$ cat config.mk
export PLATFORM = sky130hd
export DESIGN_NAME = serial_frame_receiver
export DESIGN_NICKNAME = d
export VERILOG_FILES = /design/src/rtl/serial_frame_receiver.sv
export SDC_FILE = /design/constraint.sdc
export NUM_CORES = 1
export LEC_CHECK = 0
export ABC_AREA = 1
export CORE_MARGIN = 3
export CORE_UTILIZATION = 45
export CTS_BUF_LIST = sky130_fd_sc_hd__clkbuf_4 sky130_fd_sc_hd__clkbuf_8
export CTS_CLUSTER_SIZE = 25
export DETAILED_ROUTE_END_ITERATION = 10
export GPL_TIMING_DRIVEN = 0
export PLACE_DENSITY_LB_ADDON = 0.15
export SYNTH_ARGS = -nofsm -noshare
export SYNTH_HDL_FRONTEND = slang
export SYNTH_SLANG_ARGS = --single-unit
$ cat constraint.sdc
create_clock -name c_i -period 3 [get_ports c_i]
set_input_delay 0.3 -clock c_i [delete_from_list [all_inputs] [get_ports c_i]]
set_output_delay 0.3 -clock c_i [all_outputs]
set_load 0.01 [all_outputs]
$ cat src/rtl/serial_frame_receiver.sv
// serial_frame_receiver
//   Receive-side deframer for a CE-strobed serial line. Each CE strobe samples
//   the line once: a low sample in IDLE is taken as the start bit. DATA_BITS
//   data bits follow, LSB first, and then one stop bit. A good frame is
//   presented on q_o with a valid_o/ack_i handshake. A stop bit sampled low
//   gives a one-cycle ferr_o pulse. The receiver then waits in BREAK until the
//   line has been sampled high again.
//
//   state | meaning
//   IDLE  | waiting for a low sample (start bit)
//   DATA  | shifting in data bits, LSB first
//   STOP  | next strobe samples the stop bit
//   BREAK | stop bit was low; waiting for the line to return high
//
// Ports
//   c_i      clock, all state changes on posedge
//   clr_i    synchronous active-high reset; overrides every other input
//   ce_i     bit strobe, one cycle per serial bit period
//   d_i      serial line, idle level 1
//   ack_i    consumer accepts q_o and clears valid_o
//   q_o      last good received word
//   valid_o  q_o holds an unread word
//   ferr_o   one-cycle pulse when the stop bit is sampled low
//   ovr_o    sticky: a good frame was dropped because valid_o was set and
//            ack_i was low
//   busy_o   high whenever the FSM is not in IDLE
module serial_frame_receiver #(
  parameter int unsigned DATA_BITS = 8
) (
  input  logic                 c_i,
  input  logic                 clr_i,
  input  logic                 ce_i,
  input  logic                 d_i,
  input  logic                 ack_i,
  output logic [DATA_BITS-1:0] q_o,
  output logic                 valid_o,
  output logic                 ferr_o,
  output logic                 ovr_o,
  output logic                 busy_o
);

  typedef enum logic [1:0] {
    IDLE  = 2'd0,
    DATA  = 2'd1,
    STOP  = 2'd2,
    BREAK = 2'd3
  } state_t;

  localparam logic [3:0] LAST_BIT = 4'(DATA_BITS - 1);

  state_t               state_q, state_d;
  logic [DATA_BITS-1:0] shift_q, shift_d;
  logic [3:0]           cnt_q, cnt_d;
  logic [DATA_BITS-1:0] q_q, q_d;
  logic                 valid_q, valid_d;
  logic                 ferr_q, ferr_d;
  logic                 ovr_q, ovr_d;
  logic                 good_frame;

  always_ff @(posedge c_i) begin
    if (clr_i) begin
      state_q <= IDLE;
      shift_q <= '0;
      cnt_q   <= '0;
      q_q     <= '0;
      valid_q <= 1'b0;
      ferr_q  <= 1'b0;
      ovr_q   <= 1'b0;
    end else begin
      state_q <= state_d;
      shift_q <= shift_d;
      cnt_q   <= cnt_d;
      q_q     <= q_d;
      valid_q <= valid_d;
      ferr_q  <= ferr_d;
      ovr_q   <= ovr_d;
    end
  end

  always_comb begin
    state_d    = state_q;
    shift_d    = shift_q;
    cnt_d      = cnt_q;
    q_d        = q_q;
    valid_d    = valid_q;
    ferr_d     = 1'b0;
    ovr_d      = ovr_q;
    good_frame = 1'b0;

    case (state_q)
      IDLE: begin
        if (ce_i && !d_i) begin
          state_d = DATA;
          cnt_d   = '0;
        end
      end
      DATA: begin
        if (ce_i) begin
          // The new bit enters at the MSB. After DATA_BITS strobes, the
          // first bit received has been shifted down to the LSB.
          shift_d = (shift_q >> 1) | (DATA_BITS'(d_i) << (DATA_BITS - 1));
          cnt_d   = cnt_q + 4'd1;
          if (cnt_q == LAST_BIT) begin
            state_d = STOP;
          end
        end
      end
      STOP: begin
        if (ce_i) begin
          if (d_i) begin
            good_frame = 1'b1;
            state_d    = IDLE;
          end else begin
            ferr_d  = 1'b1;
            state_d = BREAK;
          end
        end
      end
      BREAK: begin
        // A line held low must not be taken as a new start bit.
        if (ce_i && d_i) begin
          state_d = IDLE;
        end
      end
      default: state_d = IDLE;
    endcase

    // At the completion edge, ack_i means the old word was consumed, so the
    // new word can replace it and valid_o stays set.
    if (good_frame) begin
      if (!valid_q) begin
        q_d     = shift_q;
        valid_d = 1'b1;
      end else if (ack_i) begin
        q_d = shift_q;
      end else begin
        ovr_d = 1'b1;
      end
    end else if (ack_i) begin
      valid_d = 1'b0;
    end
  end

  assign q_o     = q_q;
  assign valid_o = valid_q;
  assign ferr_o  = ferr_q;
  assign ovr_o   = ovr_q;
  assign busy_o  = (state_q != IDLE);

endmodule
After elaboration in Yosys (flattened, before gate mapping)
Cells that the tools add are included.
Widths: inputs -> output; s select.
{"block": "classes", "add_sub_neg": 1, "mul": 0, "div_mod_pow": 0, "magnitude_cmp": 0, "eq_ne": 10, "shifts": 0, "n_mux": 18, "bitwise": 4, "n_reduce_logical": 13}
{"op": "$mux 8", "count": 2}
{"op": "$mux 2", "count": 6}
{"op": "$ne 2x2->1 const B", "count": 6}
{"op": "$mux 4", "count": 2}
{"op": "$or 7x8->8", "count": 1}
{"op": "$pmux 2 s4", "count": 1}
{"op": "$pmux 4 s2", "count": 1}
{"op": "$mux 1", "count": 6}
{"op": "$reduce_and 3->1", "count": 2}
{"op": "$reduce_bool 2->1", "count": 3}
{"op": "$reduce_and 5->1", "count": 1}
{"op": "$add 4x1->4 const B", "count": 1}
{"op": "$eq 2x2->1 const B", "count": 2}
{"op": "$eq 4x3->1 const B", "count": 1}
{"op": "$reduce_and 2->1", "count": 2}
{"op": "$not 1->1", "count": 3}
{"op": "$reduce_or 3->1", "count": 1}
{"op": "$eq 2x1->1 const B", "count": 1}
{"op": "$logic_and 1x1->1", "count": 2}
{"op": "$logic_not 2->1", "count": 1}
{"op": "$logic_not 1->1", "count": 1}
{"block": "word_totals", "ff_bits": 25, "latch_bits": 0, "mem_bits_rw": 0, "romBits": 0, "in_bits": 5, "elab_cells": 53, "n_memories": 0}

Logic depth before layout (Yosys ltp)
{"block": "depth", "ltp_word": 4, "ltp_mapped": 7, "depth_no_buf": 7}

Least setup slack after synthesis
Ideal clock, no wire load.
{"block": "synth_path", "path_kind": "register to register", "from": "register state_q[1]", "to": "register cnt_q[0]", "setup_ns": 0.057, "arrival_time_ns": 1.001, "required_ns": 2.943, "slack_ns": 1.941, "path_stages_with_launch": 8, "n_path_buf": 0, "synth_period_minus_slack_ns": 1.059, "cell_sequence": "dfxtp_1 -> inv_1 -> nand2_1 -> inv_1 -> nand2_1 -> a21oi_1 -> o21ai_0 -> inv_1"}
{"block": "synth_between", "elab_chain_len": 3, "word_cells_on_any_way": 7, "cone_classes": "eq/ne (3); mux (1); reduce/logical (3)"}
{"element": "start: declaration", "line_no": "51", "source": "state_t state_q, state_d;"}
{"element": "start signal: assignment", "line_no": "70", "source": "state_q <= state_d;"}
{"element": "$eq 2x1->1 or $logic_not 2->1 (tied branches)", "line_no": "90", "source": "case (state_q)"}
{"element": "$ne 2x2->1 (no source line) or $reduce_bool 2->1 (tied branches)"}
{"element": "$reduce_and 3->1 (no source line)"}
{"element": "end signal: assignment", "line_no": "72", "source": "cnt_q <= cnt_d;"}
{"element": "end: declaration", "line_no": "53", "source": "logic [3:0] cnt_q, cnt_d;"}
Several ways; a longest one is shown, not always the timed one.
A chain may end at the register's enable or synchronous reset.

Worst setup path in the final report
{"block": "layout_path", "from": "register state_q[0]", "to": "output busy_o"}
{"block": "layout_between", "elab_chain_len": 1}
{"element": "$reduce_bool 2->1", "line_no": "148", "source": "assign busy_o = (state_q != IDLE);"}
{"element": "end: declaration", "line_no": "39", "source": "output logic busy_o"}
No other way between the ends.

==> results.md <==
- Routed wl met2: 991 um
- Fill cells: 201
- Pleak: 0.444 nW
- Yosys warning count: 0
- Starting density of the core: 0.496
- Residual DRC: 0
- CP Class: reg -> out
- Startpoint class of the critical path: flop
- Top sig layer: met4
- Syn nets: 146
- Sequential element share of the synthesized area: 0.494
- Clock Latency Late Sink: 0.32 ns
- Clock edge transition at the registers on the reported setup and hold paths: 0.14 ns
- Critical-path cell list: nor2_1, inv_1, clkdlybuf4s50_1
- Number of core rows: 16
- Dpl cell area: 1200 sq um
- Metal-1 WL: 984 um
- Met3 routed WL: 79 um
- Root Buffer: clkbuf_4
- Period minus WS final: 1.77 ns
- Fin nets: 166
- Die Y-Extent: 53.4 um
- Cell Area, Synth: 1010 sq um
- Placeable Area: 2040 sq um
- Total CTS buffers: 3
- First-pass GRT wire length: 3.61 mm
- Highest clock rate: 566 MHz
- Syn Inst Count: 140
- Die extent in x: 53.4 um
- Share of layout cells above drive strength 1: 0.0566
- Final Instance Area: 1230 sq um
- Critical path peak fanout: 7
- Fin crit share: 0.589
- Detailed Routing Iterations Pass 1: 4
- Gpl congestion: 0.825
- Min-Delay Path Class: in -> reg
- Syn avg cell area: 7.23 sq um
- Post-CTS setup buffers: 0
- CP Data Arrival Time: 1.47 ns
- Initial antenna violation count: 0
- Synth Register Bits: 25
- DRC marker count from the first detailed-route iteration: 12
- Total congestion overflow: 0
- Area grow syn2layout: 21.1%
- Worst-Margin Slew: 0.484 ns
- Ports: 17
- Clock tree buffer depth: 2
- Diodes inserted: 0
- Most frequent cells in the layout: nand2_1, a21oi_1, dfxtp_1, nand3_1, clkdlybuf4s50_1
- Slowest cell on crit path: clkdlybuf4s50_1
- Slew Limit Fails: 0
- Post-route ant nets: 0
- Detailed Route WL: 2.07 mm
- Utilization after layout: 0.600
- TNS Setup: 0 ns
- Max-cap viol count: 0
- Largest net degree at the start of global routing: 16
- CTS sink count: 25
- Global Route Usage Sum: 0.175
- VDD IR max: 0.000309 V
- Setup-failing EPs final: 0
- Routed vias/inst: 4.97
- Post-synth cell types: 15
- Power Dens Cells: 438 nW/um^2
- Hold Vio Cnt, Final: 0
- Final HPWL DP: 1.49 mm
- Commonest non-fill, non-tap cell in the layout: nand2_1
- Hold slack: 0.293 ns
- CP endpoint kind: output pin
- CTS tree: yes
- PortBufs: 15
- Vias in the first global route: 881
- Max stage delay on crit path: 0.52 ns
- Htree depth: 1
- Routed vias: 924
- Worst path required time: 2.70 ns
- Die area: 2850 sq um
- Fin Clk Skew: 0.0120 ns
- Wire length per cell: 11.2 um
- CTS resizes: 0
- Unrepaired setup endpoints after global routing: no
- Outcome: finished clean
- Hold-fix buffers, CTS: 0
- Slew margin rel.: 0.677
==> per-stage QoR <==
stage	power [W]	std cells	worst slack, ns
floorplan	0.000376	140	1.94
global placement	0.000393	182	1.23
detailed placement	0.000394	182	1.17
CTS	0.000544	186	1.22
global route	0.000561	186	1.16
finish	0.000537	186	1.23
==> cell families after synthesis <==
| group | share of synthesized area |
|---|---|
| and+or+nand+nor | 0.273 |
| AOI/OAI and AO/OA | 0.141 |
| buffers and inverters | 0.0791 |
| DFF | 0.494 |
| adders and majority gates | 0.0124 |
==> cell usage after synthesis <==
cell,number,area [sq um]
nand2_1,37,139
a21oi_1,25,125
dfxtp_1,25,500
nand3_1,15,75.1
inv_1,14,52.6
nor2_1,9,33.8
clkbuf_1,4,15.0
inv_2,2,7.51
nand4_1,2,12.5
o21ai_0,2,10.0
buf_2,1,5.00
ha_1,1,12.5
nand2_2,1,6.26
nor3_2,1,10.0
o211ai_1,1,7.51
==> final cells by class <==
| cell class | count | area, sq um | share of cell area |
|---|---|---|---|
| Clock inverter | 1 | 7.51 | 0.00612 |
| Multi-Input combinational cell | 94 | 432 | 0.352 |
| Sequential cell | 25 | 500 | 0.408 |
| Tap cell | 27 | 33.8 | 0.0276 |
| Timing Repair Buffer | 15 | 150 | 0.122 |
| Inverter | 16 | 60.1 | 0.0490 |
| Buffer | 5 | 20.0 | 0.0163 |
| Clock buffer | 3 | 22.5 | 0.0184 |
==> report_power, final <==
part | switching [W] | internal [W] | total [W]
Combinational | 0.0000307 | 0.0000162 | 0.0000469
Clock | 0.0000993 | 0.0000508 | 0.000150
Sequential | 0.00000451 | 0.000336 | 0.000340
Total | 0.000134 | 0.000403 | 0.000537
==> worst max-delay path: cells and delay by family (launching register included) <==
kind,cells,cell delay [ns]
buf+inv,2,0.58
flops,1,0.49
simple gates,1,0.09
==> flip-flops by register name, indices dropped and copies added, names as in the netlist <==
signal,count
ferr_o,1
cnt_q,4
shift_q,8
valid_o,1
ovr_o,1
state_q,2
q_o,8
==> worst paths after layout <==
check,start,endpoint,slack (ns),cells past startpoint
worst min-delay path,clr_i,shift_q[1],0.29,2
worst max register to register,state_q[0],cnt_q[0],1.69,6
worst max-delay path,state_q[0],busy_o,1.23,3
worst min register to register,q_o[6],q_o[6],0.47,2
==> layer usage <==
layer | GRT usage | vias up
li1 | - | 493
met1 | 0.192 | 414
met5 | 0 | -
met3 | 0.0366 | 2
met4 | 0.0766 | 0
met2 | 0.316 | 15
No activity file was read; power rests on OpenSTA's default activity.
